## src/rtl/race_pkg.sv

```systemverilog
// Shared types and helpers for the race-logic temporal less-than bank.
// Defines the channel FSM states and the event-polarity test.
package race_pkg;

  typedef enum logic [1:0] {
    WAIT  = 2'd0,
    FIRE  = 2'd1,
    INHIB = 2'd2
  } race_st_e;

  localparam logic POL_RISE = 1'b0;
  localparam logic POL_FALL = 1'b1;

  function automatic logic active_lvl(
    input logic pol,
    input logic x
  );
    return (pol == POL_FALL) ? ~x : x;
  endfunction

endpackage

```

## src/rtl/race_lt_cell.sv

```systemverilog
// One race-logic channel: latched a/b arrivals, WAIT/FIRE/INHIB FSM.
// Optional arrival timestamp under RACE_LT_TSTAMP_EN.
module race_lt_cell
  import race_pkg::*;
#(
  parameter int   T_W      = 8,
  parameter logic POL      = 1'b0,
  parameter logic TIE_PASS = 1'b0
) (
  input  logic           aclk,
  input  logic           rst,
  input  logic           grst,
  input  logic           a,
  input  logic           b,
`ifdef RACE_LT_TSTAMP_EN
  input  logic [T_W-1:0] t_now,
  output logic [T_W-1:0] t_q,
`endif
  output logic           q,
  output logic           res_d
);

  race_st_e st_q, st_d;
  logic     a_seen_q, a_seen_d;
  logic     b_seen_q, b_seen_d;
  logic     q_q, q_d;
  logic     a_arr, b_arr;

  assign a_arr = a_seen_q | active_lvl(POL, a);
  assign b_arr = b_seen_q | active_lvl(POL, b);

  always_comb begin
    st_d     = st_q;
    a_seen_d = a_arr;
    b_seen_d = b_arr;
    if (grst) begin
      st_d     = WAIT;
      a_seen_d = 1'b0;
      b_seen_d = 1'b0;
    end else if (st_q == WAIT) begin
      unique case (1'b1)
        a_arr && !b_arr: st_d = FIRE;
        b_arr && !a_arr: st_d = INHIB;
        a_arr && b_arr:  st_d = TIE_PASS ? FIRE : INHIB;
        default:         st_d = WAIT;
      endcase
    end
  end

  always_comb begin
    q_d   = (st_d == FIRE);
    res_d = (st_d != WAIT);
  end

  always_ff @(posedge aclk or negedge rst) begin
    if (!rst) begin
      st_q     <= WAIT;
      a_seen_q <= 1'b0;
      b_seen_q <= 1'b0;
      q_q      <= 1'b0;
    end else begin
      st_q     <= st_d;
      a_seen_q <= a_seen_d;
      b_seen_q <= b_seen_d;
      q_q      <= q_d;
    end
  end

  assign q = q_q;

`ifdef RACE_LT_TSTAMP_EN
  logic [T_W-1:0] ts_q, ts_d;

  always_comb begin
    ts_d = ts_q;
    if (grst)
      ts_d = '0;
    else if (st_q == WAIT && st_d == FIRE)
      ts_d = t_now;
  end

  always_ff @(posedge aclk or negedge rst) begin
    if (!rst) ts_q <= '0;
    else      ts_q <= ts_d;
  end

  assign t_q = ts_q;
`endif

endmodule

```

## src/rtl/race_lt_bank.sv

```systemverilog
// Multi-channel temporal less-than bank with shared wave timer and done.
// Define RACE_LT_TSTAMP_EN to add per-channel arrival timestamps (t_q).
module race_lt_bank
  import race_pkg::*;
#(
  parameter int   N_CH     = 4,
  parameter int   T_W      = 8,
  parameter logic POL      = POL_RISE,
  parameter logic TIE_PASS = 1'b0
) (
  input  logic                aclk,
  input  logic                rst,
  input  logic                grst,
  input  logic [N_CH-1:0]     a,
  input  logic [N_CH-1:0]     b,
`ifdef RACE_LT_TSTAMP_EN
  output logic [N_CH*T_W-1:0] t_q,
`endif
  output logic [N_CH-1:0]     q,
  output logic                done,
  output logic [T_W-1:0]      t_now
);

  localparam logic [T_W-1:0] T_MAX = '1;

  logic [T_W-1:0]  tmr_q, tmr_d;
  logic            done_q, done_d;
  logic [N_CH-1:0] res_d;

  for (genvar i = 0; i < N_CH; i++) begin : g_ch
    race_lt_cell #(
      .T_W      (T_W),
      .POL      (POL),
      .TIE_PASS (TIE_PASS)
    ) u_cell (
      .aclk  (aclk),
      .rst   (rst),
      .grst  (grst),
      .a     (a[i]),
      .b     (b[i]),
`ifdef RACE_LT_TSTAMP_EN
      .t_now (tmr_q),
      .t_q   (t_q[i*T_W +: T_W]),
`endif
      .q     (q[i]),
      .res_d (res_d[i])
    );
  end

  // done tracks next-cycle state so it lines up with the resolving edge
  always_comb begin
    tmr_d  = '0;
    done_d = 1'b0;
    if (!grst) begin
      tmr_d  = (tmr_q == T_MAX) ? tmr_q : tmr_q + 1'b1;
      done_d = done_q | (&res_d) | (tmr_d == T_MAX);
    end
  end

  always_ff @(posedge aclk or negedge rst) begin
    if (!rst) begin
      tmr_q  <= '0;
      done_q <= 1'b0;
    end else begin
      tmr_q  <= tmr_d;
      done_q <= done_d;
    end
  end

  assign t_now = tmr_q;
  assign done  = done_q;

endmodule

```

## config.mk

```make
export PLATFORM = sky130hd
export DESIGN_NAME = race_lt_bank
export DESIGN_NICKNAME = d
export VERILOG_FILES = /design/src/rtl/race_pkg.sv /design/src/rtl/race_lt_cell.sv /design/src/rtl/race_lt_bank.sv
export SDC_FILE = /design/constraint.sdc
export NUM_CORES = 1
export LEC_CHECK = 0
export ABC_CLOCK_PERIOD_IN_PS = 1900
export BUFFER_PORTS_ARGS = -buffer_cell sky130_fd_sc_hd__clkbuf_2
export CELL_PAD_IN_SITES_DETAIL_PLACEMENT = 2
export CELL_PAD_IN_SITES_GLOBAL_PLACEMENT = 2
export CORE_MARGIN = 5
export CORE_UTILIZATION = 35
export CTS_BUF_LIST = sky130_fd_sc_hd__clkbuf_4
export CTS_CLUSTER_DIAMETER = 100
export DETAILED_ROUTE_END_ITERATION = 6
export PLACE_DENSITY = 0.89
export SLEW_MARGIN = 20
export SYNTH_ARGS = -nofsm -noshare
export SYNTH_HDL_FRONTEND = slang
export SYNTH_SLANG_ARGS = --single-unit
```

## constraint.sdc

```tcl
create_clock -name aclk -period 1.9 [get_ports aclk]
set_input_delay 0.285 -clock aclk [delete_from_list [all_inputs] [get_ports aclk]]
set_output_delay 0.285 -clock aclk [all_outputs]
set_load 0.01 [all_outputs]
```

==> flow_summary.toml <==
[clocking]
cts.clk_slew.worst_paths_ns = 0.10
clockBufferDepth = 2
post_cts_buffers = 0
cts_buffers = 5
htreeDepth = 2
postCtsHoldBufs = 1
clk_latency_ns = 0.33
cts_tree = "built"
clock-sinks = 29
cts_root_buf = "clkbuf_4"
ctsResizeCount = 0

[synth]
ys_seq_elements = 29
async_reset_ff_frac = 1.000
yosysSeqAreaShare = 0.5743
synth.avg_cell_area_um2 = 10.36
synthCells = 122
synth_area_leader_cell = "dfrtp_1"
synth_edf_count = 0
syn_nets = 134
ys_types = 34
synthTopCellsByCount = "29 x dfrtp_1, 27 x nor2_1, 6 x a21oi_1, 6 x nand3_1, 6 x o21a_1"
yosysMostFrequentCell = "dfrtp_1"
synth_ff_type = "dfrtp_1"
syn_area_um2 = 1264
yosysTopAreaCellShare = 0.5743
ys_warn_count = 0
netlist_top_cells_area = "dfrtp_1 57%, nor2_1 8.0%, o21a_1 3.6%, a21oi_1 2.4%, nand3_1 2.4%"

[run_status]
status = "finished clean"

[floorplanning]
initial_core_util = 0.3700
ios = 24
row_count = 21
chipHeight_um = 70.09
dieArea_um2 = 4913
core_um2 = 3416
fp.dieW_um = 70.09

[worst_setup_path]
setup.worst_path.start_class = "flip-flop"
crit_path_max_fanout = 6
required_ns = 2.11
path_class = "reg -> reg"
slowest_delay_ns = 0.47
crit_slowest_cell = "dfrtp_1"
end_kind = "flip-flop"
cp_cell_sequence = "ha_1 > nand4_1 > or2_1 > xnor2_1 > nor2_1"
cp.arrival_ns = 1.91

[drt]
wl_per_cell_um = 16.56
detail-route-antenna-nets = 0
drt_wl_total_mm = 3.212
drtPass1Iterations = 2
route.detailed.drc = 0
drtIter0Drc = 43
vias = 974
viasPerCell = 5.021

[grt]
globalRouteOverflowTotal = 0
grt_max_degree = 30
grt_util_all_layers = 0.1469
grt_pass1_vias = 1128
grt_pass1_wl_mm = 5.547
antenna_found_initial = 0

[timing]
fin_crit_ns = 1.702
skew_ns = 0.01297
whs_ns = 0.2092
fin_crit_sh = 0.8959
rsz0062_at_grt = "false"
tns_ns = 0
hold_viol_final = 0
drv_slew = 0
finalSetupViolations = 0
tightestPinTransition_ns = 0.7110
clock.fmax_mhz = 587.5
slew_headroom = 0.5260

[power]
clock_power_share = 0.299
switchingPower_mw = 0.3183
p_comb_frac = 0.114
ir_drop_v = 0.0003642
p_int_mw = 0.8402
power.total_mw = 1.159
switching_share = 0.2748
pwr-share-seq = 0.587
p_leak_nw = 0.6685
power.density_nw_per_um2 = 792.8

[cells_and_area]
nNetsFinal = 159
areaGrowthSynthToFinish_pct = 15.64
diodes = 0
drive_gt1_frac = 0.2365
fill_cells = 415
layoutNonFillerInstCount = 194

[place]
dpl.hpwl_mm = 2.472
gp_congestion = 0.8416
dp_cells = 185
port-buffer-count = 23

[flow_run]
cap_violations = 0

[min_path]
hp-class = "in -> reg"
[routing by layer]
layer | global-route usage | vias up | wire length (µm)
met3 | 0.04878 | 5 | 124
met4 | 0.05745 | 0 | 62
li1 | - | 465 | -
met2 | 0.2581 | 20 | 1708
met1 | 0.1628 | 484 | 1316
met5 | 0 | - | 0
[sequential cells by signal, indices dropped and copies added (netlist names)]
signal / count
t_now: 8
g_ch.u_cell.a_seen_q: 4
done: 1
g_ch.u_cell.q: 4
g_ch.u_cell.st_q: 8
g_ch.u_cell.b_seen_q: 4
[logic make-up after synthesis]
logic type | after synthesis | synth area share
xor gates and xnor gates | 4 | 0.02773
AOI/OAI and AO/OA | 19 | 0.1040
buffers and inverters | 11 | 0.04553
DFF | 29 | 0.5743
adders and majority gates | 1 | 0.009899
muxes | 2 | 0.01584
and+or+nand+nor | 56 | 0.2228
[power groups by stage]
stage | sequential (mW) | clock (mW) | combinational [mW]
finish | 0.680 | 0.346 | 0.132
CTS | 0.681 | 0.370 | 0.137
global placement | 0.689 | 0 | 0.123
floorplan | 0.689 | 0 | 0.0774
detailed placement | 0.693 | 0 | 0.133
global route | 0.686 | 0.402 | 0.149
[worst paths after layout]
path	depth (start not counted)	end	from	slack, ns
max in group asynchronous	2	g_ch[2].u_cell.st_q[0]$_DFF_PN0_	rst	0.90
hold reg to reg	2	g_ch[3].u_cell.a_seen_q$_DFF_PN0_	g_ch[3].u_cell.a_seen_q$_DFF_PN0_	0.52
min in group asynchronous	2	g_ch[2].u_cell.a_seen_q$_DFF_PN0_	rst	0.53
hold / removal	3	g_ch[0].u_cell.b_seen_q$_DFF_PN0_	b[0]	0.21
setup reg to reg	5	t_now[0]$_DFF_PN0_	t_now[0]$_DFF_PN0_	0.20
setup / recovery	5	t_now[0]$_DFF_PN0_	t_now[0]$_DFF_PN0_	0.20
[area by class of cell]
type / count / area [µm²] / area share
inverters: 4 / 15.01 / 0.01027
clock buffers: 5 / 37.54 / 0.02568
well taps: 46 / 57.56 / 0.03938
clock inverters: 3 / 12.51 / 0.008562
repair buffers: 25 / 132.6 / 0.09075
flip-flops and latches: 29 / 725.7 / 0.4966
multi-input cells: 82 / 480.5 / 0.3288
[worst max-delay path, delay by kind of cell, from the launching register on]
| kind | cells | cell delay [ns] |
|---|---|---|
| xor+xnor | 1 | 0.20 |
| fa+ha+maj | 1 | 0.33 |
| flops | 1 | 0.47 |
| simple gates | 3 | 0.58 |
[cells in the final DEF, fill, tap and decap left out]
cell type      synthesis  routed
dlygate4sd3_1          0       1
nor2_1                27      27
clkbuf_2               0      23
xor2_1                 1       1
mux2i_1                2       2
nand2b_1               1       1
inv_1                  4       4
nor2_2                 1       1
o21ai_1                1       1
a311oi_1               1       1
ha_1                   1       1
buf_4                  4       1
dfrtp_1               29      29
nor4_1                 2       2
clkinv_1               0       2
a21oi_1                6       6
or2_1                  1       1
nand4b_1               1       1
xnor2_1                3       3
nor2b_1                4       4
nand3_2                1       1
nor4b_2                1       1
nand3_1                6       6
clkbuf_4               0       5
and2_1                 1       1
a41oi_1                1       1
o21ai_0                2       2
nand4_1                1       1
o21a_1                 6       6
nand2_1                3       3
nor3_1                 4       4
clkinv_2               0       1
nor4b_1                1       1
o32ai_2                1       1
o211ai_1               1       1
and3_2                 1       1
[stage by stage]
stage	worst slack [ns]	util	area, µm²
2_1_floorplan	0.3679	-	1264
3_3_place_gp	0.3718	0.4103	1401
3_5_place_dp	0.2338	0.4103	1401
4_1_cts	0.2045	0.4278	1461
5_1_grt	0.1267	0.4278	1461
6_report	0.1978	0.4278	1461
(Power assumes the default switching activity.)
